==> src/rtl/down_counter_timer.sv <==
// Loadable down-counter timer with one-shot/periodic modes, pause/resume and
// a registered terminal-count strobe.
module down_counter_timer #(
   parameter int WIDTH = 4
) (
   input  logic             clk,
   input  logic             reset,
   input  logic             load,
   input  logic [WIDTH-1:0] load_value,
   input  logic             start,
   input  logic             stop,
   input  logic             auto_reload,
   output logic [WIDTH-1:0] count,
   output logic             busy,
   output logic             done,
   output logic             tc_pulse
);

   localparam logic [1:0] IDLE  = 2'd0;
   localparam logic [1:0] RUN   = 2'd1;
   localparam logic [1:0] PAUSE = 2'd2;
   localparam logic [1:0] DONE  = 2'd3;

   localparam logic [WIDTH-1:0] ONE = {{(WIDTH-1){1'b0}}, 1'b1};

   logic [1:0]       r_state;
   logic [WIDTH-1:0] r_count;
   logic [WIDTH-1:0] r_reload;
   logic             r_tc;
   logic             w_go;

   // stop outranks start, so a combined request never resumes
   assign w_go = start & ~stop;

   always_ff @(posedge clk or posedge reset) begin
      if (reset) begin
         r_state  <= IDLE;
         r_count  <= '0;
         r_reload <= '0;
         r_tc     <= 1'b0;
      end else begin
         r_tc <= 1'b0;
         if (load) begin
            r_reload <= load_value;
            r_count  <= load_value;
            r_state  <= IDLE;
         end else begin
            case (r_state)
               IDLE: begin
                  if (w_go && r_count != '0) r_state <= RUN;
               end
               RUN: begin
                  if (stop) begin
                     r_state <= PAUSE;
                  end else if (r_count > ONE) begin
                     r_count <= r_count - ONE;
                  end else if (r_count == ONE) begin
                     r_tc <= 1'b1;
                     if (auto_reload) begin
                        r_count <= r_reload;
                     end else begin
                        r_count <= '0;
                        r_state <= DONE;
                     end
                  end else begin
                     // defensive: a zero count in RUN ends quietly, no strobe
                     r_state <= DONE;
                  end
               end
               PAUSE: begin
                  if (w_go) r_state <= RUN;
               end
               DONE: begin
                  if (w_go) begin
                     r_count <= r_reload;
                     r_state <= (r_reload != '0) ? RUN : IDLE;
                  end
               end
               default: r_state <= IDLE;
            endcase
         end
      end
   end

   assign count    = r_count;
   assign busy     = (r_state == RUN);
   assign done     = (r_state == DONE);
   assign tc_pulse = r_tc;

endmodule

==> config.mk <==
export PLATFORM = sky130hd
export DESIGN_NAME = down_counter_timer
export DESIGN_NICKNAME = d
export VERILOG_FILES = /design/src/rtl/down_counter_timer.sv
export SDC_FILE = /design/constraint.sdc
export NUM_CORES = 1
export LEC_CHECK = 0
export CORE_MARGIN = 2
export CORE_UTILIZATION = 35
export DETAILED_ROUTE_END_ITERATION = 10
export PLACE_DENSITY = 0.66
export SKIP_LAST_GASP = 1
export SYNTH_ARGS = -nofsm -noshare
export SYNTH_HDL_FRONTEND = slang
export SYNTH_SLANG_ARGS = --single-unit
==> constraint.sdc <==
create_clock -name clk -period 3.4 [get_ports clk]
set_clock_uncertainty 0.1 [all_clocks]
set_input_delay 0.51 -clock clk [delete_from_list [all_inputs] [get_ports clk]]
set_output_delay 0.51 -clock clk [all_outputs]
set_load 0.005 [all_outputs]
; ---- Yosys cells after proc, flatten, opt, wreduce, memory -nomap -nowiden
; Cells that the tools add are included.
; W data, S select, Z words.
[classes]
addsub = 1
n_lt_le_gt_ge = 1
n_eq_ne = 11
n_mux = 22
n_bitwise = 2
reduce_logical = 7
[ops]
columns = op, n
row1 = $mux W4, 6
row2 = $mux W2, 8
row3 = $ne A3 B3 Y1 const B, 3
row4 = $pmux W2 S4, 1
row5 = $pmux W4 S2, 1
row6 = $reduce_bool A4 Y1, 2
row7 = $mux W1, 6
row8 = $ne A5 B5 Y1 const B, 1
row9 = $reduce_and A5 Y1, 1
row10 = $eq A2 B2 Y1 const B, 2
row11 = $eq A4 B1 Y1 const B, 1
row12 = $gt A4 B1 Y1 const B, 1
row13 = $ne A4 B2 Y1 const B, 1
row14 = $ne A4 B4 Y1 const B, 1
row15 = $reduce_and A4 Y1, 1
row16 = $sub A4 B1 Y4 const B, 1
row17 = $ne A3 B2 Y1 const B, 1
row18 = $reduce_bool A3 Y1, 1
row19 = $eq A2 B1 Y1 const B, 1
row20 = $logic_not A2 Y1, 1
row21 = $and A1 B1 Y1, 1
row22 = $logic_and A1 B1 Y1, 1
row23 = $not A1 Y1, 1
[totals]
reg_bits = 11
input_bits = 10
wordCells = 48

; ---- Logic depth before layout (Yosys ltp)
; Gate-level depths: netlist of the first run.
[logic_depth]
ltp_word = 6
mapped_depth = 6

; ---- Least setup slack after synthesis of the first run
; No wires, ideal clock.
[synth_timing]
kind = reg2reg
start = reg r_count[0] (netlist: count[0])
end = reg r_count[1] (netlist: count[1])
arrival_ps = 1611
required_ps = 3172
setup_slack_ps = 1562
path_stages_with_launch = 7
n_path_buf = 0
path_cell_list = dfrtp_1 -> inv_1 -> ha_1 -> or2_1 -> a31oi_2 -> o221ai_1 -> mux2_1
[synth_via]
elab_chain_cells = 5
word_cells_on_any_way = 9
cone_classes = add/sub: 1 / order compare: 1 / eq/ne: 2 / mux: 4 / reduce/logical: 1
[synth_rtl]
columns = element, line_no
row1 = "start, declared", 27  ; logic [WIDTH-1:0] r_count;
row2 = "start signal, assigned", 45  ; r_count <= load_value;
row3 = "start signal, assigned", 56  ; r_count <= r_count - ONE;
row4 = "start signal, assigned", 60  ; r_count <= r_reload;
row5 = $sub A4 B1 Y4 / $gt A4 B1 Y1 (equally long branches), "56, 55"
row6 = $mux W4, 55  ; end else if (r_count > ONE) begin
row7 = $mux W4, 53  ; if (stop) begin
row8 = $pmux W4 S2, 48  ; case (r_state)
row9 = $mux W4, 43  ; if (load) begin
; Parallel ways exist; a longest one is shown, timed or not. The select of a mux whose other input is x is not followed.
; A chain may end at the register's enable or synchronous reset.

; ---- Worst setup path in the final report of the first run
[layout_timing]
start = reg r_state[1]
end = out busy
[layout_via]
elab_chain_cells = 1
[layout_rtl]
columns = element, line_no
row1 = "start, declared", 26  ; logic [1:0] r_state;
row2 = "start signal, assigned", 76  ; r_state <= (r_reload != '0) ? RUN : IDLE;
row3 = $eq A2 B1 Y1, 86  ; assign busy = (r_state == RUN);
row4 = "end, declared", 14  ; output logic busy,
; No other way between the ends.

==> results by group, run 1 <==
Timing
  – Final Max Slew Viols: 0
  – Fin Setup TNS: 0 ns
  – RSZ-0062 raised after global routing: false
  – Final setup vio count: 0
  – Min cycle time layout: 2.21 ns
  – Final hold violations: 0
  – Period utilization: 64.9%
  – Slew headroom: 60.2%
  – Fmax: 453 MHz
  – Slew @ Worst Pin: 0.596 ns
  – Worst hold margin: 0.423 ns

Finish
  – Ant diodes: 0
  – Design area: 917 um2
  – Multi-input logic area: 395 um2
  – Area Growth Syn to Fin: 30.0%
  – Share of post-route cells with drive strength above 1: 13.3%
  – Count of nets after finishing: 104
  – FF+latch area: 275 um2
  – Fill cells: 195

Global route
  – Global-route wire length before repair: 2370 um
  – Vias in the first global route: 552
  – Gr usage total: 13.0%
  – Largest net degree at the start of global routing: 19
  – Remaining Overflow, GRT: 0
  – Initial antenna violation count: 0

Synth
  – Yosys warning total: 0
  – Post-synth top cells: 11 x dfrtp_1, 9 x nand2_1, 6 x inv_1, 5 x nand2b_1, 4 x o21ai_0
  – Post-synth EDFFs: 0
  – Top cell type by total area after synthesis: dfrtp_1
  – Post-synthesis cell count: 72
  – Synthesized area per cell: 9.80 um2
  – Area fraction of the dominant cell type after synthesis: 39.0%
  – Top_reg_cell synth: dfrtp_1
  – Asr flop ratio synth: 100%
  – Top-count cell post-synth: dfrtp_1
  – Largest cells by area after synthesis: dfrtp_1 39%, ha_1 5.3%, nand2_1 4.8%
  – Sequential area share after synthesis: 39.0%
  – Synthesized flop and latch total: 11
  – Yosys cell types: 35
  – Mapped Nets: 85
  – Synthesized area: 706 um2

Status
  – Status: complete, no violations

Clock tree
  – Clock buffer count from CTS: 3
  – Hold_buf cts: 0
  – Sink Count: 11
  – Post-CTS setup buffers: 0
  – H-tree depth: 1
  – Clock slew at reported path FFs: 0.07 ns
  – Clock Latency Late Sink: 0.27 ns
  – Max clock buf depth: 2
  – TritonCTS clock tree: done
  – CTS resizes: 0
  – Clock tree root buffer cell: clkbuf_4

Die
  – Ports: 17
  – Initial Util: 36.7%
  – Core Region: 0.00192 mm2
  – Core Rows: 16
  – Die extent in y: 48.9 um
  – Full die area: 0.00239 mm2
  – DIE WIDTH: 48.9 um

Min path
  – HP Class: reg2reg
  – Hold depth: 2

Detailed routing
  – WL/cell: 12.3 um
  – Vias/cell: 5.18
  – Final WL: 1440 um
  – Drt first-iter violations: 4
  – Routed vias: 606
  – Drt pass-1 iters: 4
  – Final ANT Viol Nets: 0
  – DRC: 0

Setup path
  – CP startpoint kind: flip-flop
  – CP Class: reg2out
  – Worst Path Required: 2.79 ns
  – WP data arrival: 1.60 ns
  – Crit path capture type: primary output
  – R2r worst-path depth: 6
  – CP max FO: 7

Power and ir drop
  – Total leakage power: 0.385 nW
  – Pwr Total: 0.000495 W
  – Maximum resistive drop on vdd: 0.322 mV
  – Pwr dens: 540 mW/mm2

Placement
  – Post-DP HPWL: 1130 um
  – Placed Area: 891 um2
  – IO buf count: 16
  – GPL Wtd Cong: 0.854

Flow run
  – Max Cap Viol: 0
sequential cells by signal (all words and copies together) (netlist names):
register,count
count,4
tc_pulse,1
r_state,2
r_reload,4
final timing paths:
kind                                  start          end  slack [ns]
min in group asynchronous             reset   r_state[1]        0.43
worst min-delay path            r_reload[3]  r_reload[3]        0.42
worst max register to register     count[0]     count[1]        1.39
max in group asynchronous             reset     count[3]        2.47
worst min register to register  r_reload[3]  r_reload[3]        0.42
worst max-delay path             r_state[1]         busy        1.19
layer usage:
layer	track usage [%]	share of wire (%)	up-vias
li1	-	-	295
met1	14.6	45	294
met2	22.6	48	15
met3	5.83	6.1	2
met4	2.86	0.70	0
met5	0	0	-
final cells by class:
cell class | instances | share of cell area [%]
multi-input combinational | 52 | 43.1
tap | 27 | 3.68
clock buffer | 4 | 2.86
inverter | 7 | 2.86
sequential | 11 | 30.0
timing repair buffer | 16 | 17.5
layout by cell type (no fill, tap or decap), types with 2 or more instances in the layout:
cell / n
clkdlybuf4s50_1: 16
dfrtp_1: 11
nand2_1: 9
inv_1: 6
nand2b_1: 5
o21ai_0: 4
ha_1: 3
clkbuf_4: 3
nor2_1: 2
o221ai_1: 2
nor2b_1: 2
mux2_1: 2
o22ai_1: 2
cells by family after synthesis:
kind of cell / Yosys count / synth area share [%]
simple gates: 27 / 21.6
compound gates: 18 / 23.2
buf+inv: 9 / 4.96
xor+xnor: 1 / 1.24
fa+ha+maj: 3 / 5.32
flops: 11 / 39.0
mux: 3 / 4.61
report_power, final:
part           leakage, nW  switching [W]   total, W  internal, W
clock               0.0150      0.0000438  0.0000892    0.0000454
combinational        0.233      0.0000987   0.000216     0.000117
sequential           0.138      0.0000348   0.000191     0.000156
total                0.385       0.000177   0.000495     0.000318
through the flow:
step,utilization [%],cells,worst slack (ns)
final,47.7,117,1.19
after CTS,47.7,117,1.18
after detailed placement,46.4,113,1.18
after floorplan,-,72,1.56
after global placement,46.4,113,1.22
after global routing,47.7,117,1.13
worst max-delay path: stages (launching register included):
cell	delay [ns]
dfrtp_1	0.48
or2b_1	0.30
inv_2	0.06
clkdlybuf4s50_1	0.49
No activity file was read; power rests on OpenSTA's default activity.
==> inputs of run 2 (changes only) <==
- PLACE_DENSITY: 0.66 -> 0.68
- clock period: 3.4 -> 1.9 ns (I/O delays scaled with it)
==> results by group, run 2 (synthesis results as in run 1) <==
Finish
  – Count of nets after finishing: 117 (+13%)
  – Share of post-route cells with drive strength above 1: 27.2% (+14 points)
  – Fill cells: 187 (-4.1%)
  – Utilization after layout: 53.8% (+6.1 points)
  – Area Growth Syn to Fin: 46.5%
  – Most frequent cells in the layout: 14 x clkdlybuf4s50_1, 13 x buf_4, 10 x dfrtp_1
  – Most common cell after layout, fill and taps aside: clkdlybuf4s50_1
  – Ant diodes: 0 (unchanged)

Detailed routing
  – Routed vias: 665 (+9.7%)
  – Drt first-iter violations: 47 (+43)
  – Final WL: 1680 um (+17%)
  – WL/cell: 12.9 um (+5.3%)
  – Final ANT Viol Nets: 0 (unchanged)
  – Vias/cell: 5.12 (-1.2%)
  – DRC: 0 (unchanged)
  – Drt pass-1 iters: 4 (unchanged)

Timing
  – Final hold violations: 0 (unchanged)
  – Final worst slack: 0.0883 ns (-1.10 ns)
  – Fin Setup TNS: 0 ns (unchanged)
  – Slew @ Worst Pin: 0.434 ns (-0.162 ns)
  – Worst hold margin: 0.208 ns (-0.215 ns)
  – Fmax: 552 MHz
  – Final setup vio count: 0 (unchanged)
  – Min cycle time layout: 1.81 ns
  – Slew headroom: 71.0% (+11 points)
  – Period utilization: 95.4%
  – Final Max Slew Viols: 0 (unchanged)

Global route
  – Gr usage total: 15.5% (+2.5 points)
  – Remaining Overflow, GRT: 0 (unchanged)
  – Vias in the first global route: 649 (+18%)
  – Initial antenna violation count: 0 (unchanged)
  – Largest net degree at the start of global routing: 12 (-7)
  – Global-route wire length before repair: 2820 um (+19%)

Setup path
  – CP Class: reg2reg
  – Largest stage delay, worst path: 0.38 ns (-0.11 ns)
  – CP startpoint kind: flip-flop
  – WP data arrival: 1.88 ns (+0.28 ns)
  – CP max FO: 4 (-3)
  – Crit path capture type: flip-flop
  – Worst Path Required: 1.96 ns (-0.83 ns)
  – WP buf/inv: 2 (unchanged)
  – Critical-path cell list: inv_1 > ha_1 > buf_4 > nor2b_1 > a221oi_4 > nor2_2 > mux2_1
  – Top delay family on crit path: flip-flops
  – FF-to-FF setup slack: 0.09 ns (-1.30 ns)
  – Slowest CP cell: dfrtp_1

Clock tree
  – Hold_buf cts: 0 (unchanged)
  – Clock Latency Late Sink: 0.27 ns (about the same)
  – Clock buffer count from CTS: 3 (unchanged)
  – Clock tree root buffer cell: clkbuf_4
  – Sink Count: 11 (unchanged)
  – H-tree depth: 1 (unchanged)
  – Max clock buf depth: 2 (unchanged)
  – TritonCTS clock tree: done
  – Clock slew at reported path FFs: 0.07 ns (about the same)

Die
  – Core Rows: 16 (unchanged)
  – Initial Util: 36.7% (unchanged)
  – Die extent in y: 48.9 um (unchanged)
  – Core Region: 0.00192 mm2 (unchanged)
  – DIE WIDTH: 48.9 um (unchanged)
  – Full die area: 0.00239 mm2 (unchanged)
  – Ports: 17 (unchanged)

Status
  – Status: complete, no violations

Power and ir drop
  – Pwr dens: 969 mW/mm2 (+79%)
  – Total leakage power: 0.487 nW (+26%)
  – Pwr Total: 0.00100 W (+100%)
  – Maximum resistive drop on vdd: 0.456 mV (+41%)

Placement
  – GPL Wtd Cong: 0.756 (-11%)
  – Post-place setup slack: 0.0531 ns (-1.13 ns)
  – IO buf count: 16 (unchanged)
  – Post-DP HPWL: 1290 um (+15%)

Flow run
  – Max Cap Viol: 0 (unchanged)

Min path
  – HP Class: in2async
## run 2: changes by cell type in the layout (fill, tap and decap cells not counted)
cell             delta
clkbuf_1            -1
dlymetal6s2s_1      +2
dfrtp_1             -1
a31oi_2             -1
dfrtp_2             +1
or2_4               +1
buf_4              +13
or2_1               -1
clkinv_2            +1
o21ai_0             -1
o21ai_1             +1
clkdlybuf4s50_1     -2
a31oi_4             +1
## run 2: final cells by class
cell class | instances | area, um2 | share of cell area (%)
multi-input combinational | 52 | 407 | 39.3
tap | 27 | 33.8 | 3.27
sequential | 11 | 277 | 26.8
clock buffer | 3 | 22.5 | 2.18
inverter | 7 | 26.3 | 2.54
clock inverter | 1 | 5.00 | 0.484
timing repair buffer | 29 | 263 | 25.4
## run 2: metrics by stage
stage                     cell area, um2  cells
final                               1030    130
after global placement               958    122
after floorplan                      706     72
after global routing                1030    130
after CTS                           1010    129
after detailed placement             958    122
## run 2: worst paths after layout
check                            startpoint           to  depth (start not counted)
max in group asynchronous             reset   r_state[1]                          2
worst max-delay path               count[1]     count[0]                          7
worst min-delay path                  reset   r_state[0]                          2
min in group clk                r_reload[0]  r_reload[0]                          2
worst max register to register     count[1]     count[0]                          7
worst min register to register  r_reload[0]  r_reload[0]                          2
## run 2: timing repair
| item | CTS | global route |
|---|---|---|
| pin swaps | 0 | 2 |
| setup buffers | 3 | 1 |
| endpoints found under the setup margin | 2 | 6 |
| resized for setup | 1 | 5 |
## run 2: metal layers
| metal | track usage, % | vias up | wire length [um] |
|---|---|---|---|
| met5 | 0 | - | 0 |
| met4 | 7.14 | 0 | 26 |
| met3 | 4.60 | 5 | 85 |
| met2 | 25.8 | 23 | 829 |
| met1 | 18.3 | 317 | 737 |
| li1 | - | 320 | - |
## run 2: worst register-to-register path, delay by kind of cell, from the launching register on
family / cells / cell delay (ns)
flops: 1 / 0.38
compound gates: 1 / 0.32
mux: 1 / 0.32
buf+inv: 2 / 0.23
fa+ha+maj: 1 / 0.20
simple gates: 2 / 0.15
## run 2: where the power goes
| group | internal, W | switching (W) |
|---|---|---|
| combinational | 0.000289 | 0.000223 |
| sequential | 0.000279 | 0.0000453 |
| clock | 0.0000781 | 0.0000874 |
